<file path="config.mk">
export PLATFORM = sky130hd
export DESIGN_NAME = rr_priority_arbiter
export DESIGN_NICKNAME = d
export VERILOG_FILES = /design/src/rtl/rr_priority_arbiter.sv
export SDC_FILE = /design/constraint.sdc
export NUM_CORES = 1
export LEC_CHECK = 0
export BUFFER_PORTS_ARGS = -buffer_cell sky130_fd_sc_hd__buf_2
export CAP_MARGIN = 20
export CORE_ASPECT_RATIO = 0.75
export CORE_MARGIN = 3
export CORE_UTILIZATION = 55
export CTS_CLUSTER_SIZE = 24
export DETAILED_ROUTE_END_ITERATION = 8
export HOLD_SLACK_MARGIN = 0.08
export PLACE_DENSITY_LB_ADDON = 0.3
export SLEW_MARGIN = 5
export SYNTH_ARGS = -nofsm -noshare
export SYNTH_HDL_FRONTEND = slang
export SYNTH_SLANG_ARGS = --single-unit
export TNS_END_PERCENT = 20
</file>
<file path="constraint.sdc">
create_clock -name clk -period 10.7 [get_ports clk]
set_input_delay 3.21 -clock clk [delete_from_list [all_inputs] [get_ports clk]]
set_output_delay 3.21 -clock clk [all_outputs]
set_load 0.02 [all_outputs]
</file>
<file path="src/rtl/rr_priority_arbiter.sv">
// rr_priority_arbiter: shares one resource among 16 requesters.
// Picks a winner (fixed lowest-index or round-robin from ptr), offers it to the
// resource with a valid/ready handshake, tracks ownership until release, and
// pre-empts an owner that holds the resource for MAX_HOLD cycles.
// The owner's release input is named gnt_release because "release" is a
// reserved word in SystemVerilog.
module rr_priority_arbiter #(
    parameter int MAX_HOLD = 255,
    parameter int CNT_W    = 8
) (
    input  logic        clk,
    input  logic        rst_n,
    input  logic [15:0] req,
    input  logic        rr_en,
    input  logic        gnt_ready,
    input  logic        gnt_release,
    output logic        gnt_valid,
    output logic [3:0]  gnt_id,
    output logic [15:0] gnt_onehot,
    output logic        busy,
    output logic        timeout
);

    typedef enum logic [1:0] {
        IDLE  = 2'd0,
        OFFER = 2'd1,
        BUSY  = 2'd2
    } state_t;

    localparam logic [CNT_W-1:0] HOLD_LAST = CNT_W'(MAX_HOLD - 1);
    localparam logic [CNT_W-1:0] HOLD_SAT  = {CNT_W{1'b1}};

    state_t           state_q;
    state_t           state_d;
    logic [3:0]       ptr_q;
    logic [3:0]       ptr_d;
    logic [3:0]       id_d;
    logic [CNT_W-1:0] hold_q;
    logic [CNT_W-1:0] hold_d;
    logic             timeout_d;

    logic [3:0]       base;
    logic [15:0]      rot;
    logic [3:0]       winner;
    logic             any;

    // Lowest set bit of a 16-bit vector; an all-zero vector encodes to 0.
    function automatic logic [3:0] lowest_set(input logic [15:0] v);
        logic [3:0] idx;
        idx = 4'd0;
        for (int i = 15; i >= 0; i--) begin
            if (v[i]) idx = 4'(i);
        end
        return idx;
    endfunction

    // Fixed mode is round-robin with base 0: rotate right, encode, add base back.
    always_comb begin
        any  = |req;
        base = rr_en ? ptr_q : 4'd0;
        rot  = '0;
        for (int i = 0; i < 16; i++) begin
            rot[i] = req[4'(i) + base];
        end
        winner = lowest_set(rot) + base;
    end

    // Next-state logic: grant selection, offer handshake, ownership and pre-emption.
    always_comb begin
        state_d   = state_q;
        ptr_d     = ptr_q;
        id_d      = gnt_id;
        hold_d    = hold_q;
        timeout_d = 1'b0;
        case (state_q)
            IDLE: begin
                if (any) begin
                    id_d    = winner;
                    state_d = OFFER;
                end
            end
            OFFER: begin
                if (!req[gnt_id]) begin
                    state_d = IDLE;
                end else if (gnt_ready) begin
                    state_d = BUSY;
                    hold_d  = '0;
                end
            end
            BUSY: begin
                if (gnt_release || !req[gnt_id]) begin
                    state_d = IDLE;
                    ptr_d   = gnt_id + 4'd1;
                end else if (hold_q == HOLD_LAST) begin
                    state_d   = IDLE;
                    ptr_d     = gnt_id + 4'd1;
                    timeout_d = 1'b1;
                end else if (hold_q != HOLD_SAT) begin
                    hold_d = hold_q + 1'b1;
                end
            end
            default: begin
                state_d = IDLE;
            end
        endcase
    end

    // State and all outputs are registered from the next-state values.
    always_ff @(posedge clk or negedge rst_n) begin
        if (!rst_n) begin
            state_q    <= IDLE;
            ptr_q      <= 4'd0;
            hold_q     <= '0;
            gnt_id     <= 4'd0;
            gnt_valid  <= 1'b0;
            gnt_onehot <= 16'd0;
            busy       <= 1'b0;
            timeout    <= 1'b0;
        end else begin
            state_q    <= state_d;
            ptr_q      <= ptr_d;
            hold_q     <= hold_d;
            gnt_id     <= id_d;
            gnt_valid  <= (state_d != IDLE);
            gnt_onehot <= (state_d != IDLE) ? (16'd1 << id_d) : 16'd0;
            busy       <= (state_d == BUSY);
            timeout    <= timeout_d;
        end
    end

endmodule

</file>
==> impl_metrics.yaml <==
pwr:
  powerDensity_mw_per_mm2: 279
  clkPwrFrac: 0.090
  p_total_uw: 1040
  p_sw_frac: 0.492
  p_seq_frac: 0.232
  p_int_uw: 530
  power_frac_comb: 0.678
  ir_drop_mv: 0.164
  p_switching_uw: 513
  leakage_uw: 0.00167
floorplanning:
  dieWidth_um: 97.1
  core_sq_mm: 0.00592
  initial_core_util: 0.578
  rows: 24
  die_h_um: 74.3
  ios: 44
  dieArea_sq_mm: 0.00721
clocking:
  cts_hold_buf: 0
  cts_buffers: 5
  ctsResizeCount: 0
  clkTransAtPathRegs_ns: 0.07
  clock-root-buffer: "clkbuf_8"
  cts_tree: "yes"
  cts_setup_buffers: 0
  cts_max_level: 2
  clock-sinks: 37
  clock_path_buffers: 2
  clk_latency_ns: 0.28
synthesis:
  synthCells: 331
  synth_cell_types: 60
  ys_async_sr_fraction: 1.00
  synthFlopType: "dfrtp_1"
  syn_area_sq_mm: 0.00342
  ys_ff_latch: 37
  synth_edf_count: 0
  yosysWarningCount: 0
  synth_nets: 359
  avgSynthCellArea_sq_um: 10.3
  ys_seq_area_frac: 0.271
route:
  via_per_inst: 6.52
  drt_wl_total_um: 8340
  first_iter_violations: 158
  ant_nets: 0
  route.detailed.drc: 0
  firstDrtPassIters: 5
  wire_per_inst_um: 18.7
  vias: 2916
place:
  dp.cells: 439
  hpwl_um: 6340
  portBuffers: 43
  place.gp.congestion: 0.932
timing:
  maxSlewViolCount: 0
  fin_crit_sh: 0.728
  fin_crit_ns: 7.79
  rsz0062_at_grt: "no"
  tns_ns: 0
  slew_headroom: 0.338
  finClkSkew_ns: 0.00623
  timing.fmax_ghz: 0.128
  worst_pin_slew_ns: 0.988
  finalHoldViolations: 0
  setup_viol: 0
worst_setup_path:
  required_ns: 10.93
  start_kind: "input pin"
  critPathKind: "input pin to register"
  cp_max_fo: 17
  worstPathArrival_ns: 8.02
  cp-end-kind: "register"
hold_path:
  min_path_type: "register to register"
grt:
  grt_pass1_vias: 2700
  overflow: 0
  grt_pass1_wl_um: 13600
  grt.total_usage: 0.234
  antenna_found_initial: 0
  grt_max_degree: 38
flow_run:
  maxCapViolCount: 0
cells_and_area:
  final_common_cell: "buf_2"
  fin_nets: 396
  antenna_cells: 0
  layout_common_cells: "43 x buf_2, 37 x dfrtp_1, 33 x nor2_1, 30 x mux2i_1, 26 x nand2_1"
  final_cell_count_no_fill: 447
  syn_to_final_growth_pct: 9.14
  drive_gt1_frac: 0.276
status:
  status: "finished, final reports clean"
per-layer routing:
layer | up-vias | part of all wire | track usage
met5 | - | 0 | 0
met4 | 0 | 0.0071 | 0.0498
met3 | 6 | 0.081 | 0.0515
met2 | 129 | 0.45 | 0.346
met1 | 1436 | 0.47 | 0.357
li1 | 1345 | - | -
per-stage QoR:
step	utilization	hold WS [ns]	cell area [sq um]	worst slack, ns
after global placement	0.617	0.527	3650	2.88
after global routing	0.631	0.573	3730	2.47
after floorplan	-	0.502	3420	3.12
final	0.631	0.560	3730	2.91
after CTS	0.631	0.557	3730	2.99
after detailed placement	0.617	0.542	3650	2.69
cells by family after synthesis:
kind of cell / Yosys count / synth area share
mux: 71 / 0.314
buf+inv: 22 / 0.0340
flops: 37 / 0.271
compound gates: 57 / 0.122
fa+ha+maj: 7 / 0.0256
xor+xnor: 12 / 0.0329
simple gates: 125 / 0.201
worst max-delay path, stage by stage:
cell      delay (ns)
buf_2           0.30
nand2_1         0.35
ha_1            0.34
xnor2_2         0.36
mux4_2          0.37
mux2i_1         0.32
and4bb_2        0.32
nor2b_1         0.13
nor3_1          0.18
nor3_1          0.09
ha_1            0.35
nand4_1         0.14
o21ba_2         0.18
nor4b_1         0.31
mux2i_1         0.14
or4_1           0.50
nand3_2         0.23
nor2b_4         0.18
power groups by stage:
stage	sequential, uW	combinational (uW)	clock [uW]
2_1_floorplan	240	554	0
3_3_place_gp	243	674	0
3_5_place_dp	244	697	0
4_1_cts	242	700	95.8
5_1_grt	250	778	103
6_report	242	708	93.4
registers in the layout (all words and copies together) (netlist names):
register / cells
state_q: 2
gnt_onehot: 16
timeout: 1
ptr_q: 4
gnt_valid: 1
hold_q: 8
busy: 1
gnt_id: 4
cells in the mapped netlist, drive strengths merged (2+ instances only):
cell type / instances / share of area
clkbuf: 5 / 0.0058
and3b: 2 / 0.0051
or4: 2 / 0.0055
nor2b: 9 / 0.019
a21boi: 2 / 0.0044
nor2: 33 / 0.036
inv: 9 / 0.0099
ha: 7 / 0.026
xnor2: 4 / 0.012
o21ai: 10 / 0.015
nand2b: 6 / 0.011
a2111oi: 2 / 0.011
dfrtp: 37 / 0.27
nor4b: 2 / 0.0051
a211o: 4 / 0.010
mux2i: 31 / 0.094
nand3: 8 / 0.017
nor3: 5 / 0.0073
a21oi: 10 / 0.015
nand2: 27 / 0.032
and2: 2 / 0.0037
or3: 3 / 0.0055
a31oi: 3 / 0.0055
or2: 4 / 0.0073
a22oi: 4 / 0.0088
mux4: 26 / 0.17
nor3b: 2 / 0.0044
nor4: 5 / 0.0091
o211ai: 6 / 0.015
nand3b: 3 / 0.0066
o21a: 3 / 0.0066
nand4: 2 / 0.0037
mux2: 14 / 0.046
a211oi: 8 / 0.018
and3: 6 / 0.011
buf: 8 / 0.018
and4b: 2 / 0.0059
xor2: 8 / 0.020
a2111o: 2 / 0.0066
final timing paths:
| path | startpoint | slack [ns] | endpoint | cells past startpoint |
|---|---|---|---|---|
| worst max-delay path | rr_en | 2.91 | gnt_onehot[14]$_DFF_PN0_ | 18 |
| worst min register to register | hold_q[3]$_DFFE_PN0P_ | 0.56 | hold_q[3]$_DFFE_PN0P_ | 2 |
| worst min-delay path | hold_q[3]$_DFFE_PN0P_ | 0.56 | hold_q[3]$_DFFE_PN0P_ | 2 |
| worst max register to register | ptr_q[3]$_DFFE_PN0P_ | 5.35 | gnt_onehot[14]$_DFF_PN0_ | 16 |
| max in group asynchronous | rst_n | 7.15 | gnt_onehot[8]$_DFF_PN0_ | 1 |
| min in group asynchronous | rst_n | 3.02 | hold_q[0]$_DFFE_PN0P_ | 1 |
layout make-up:
type | count | area, sq um
Multi-Input combinational cell | 272 | 2380
Clock buffer | 6 | 72.6
Clock inverter | 2 | 10.0
Tap cell | 78 | 97.6
Sequential cell | 37 | 926
Fill cell | 487 | 2180
Timing Repair Buffer | 43 | 215
Inverter | 9 | 33.8
Power figures use the tool's default switching activity.
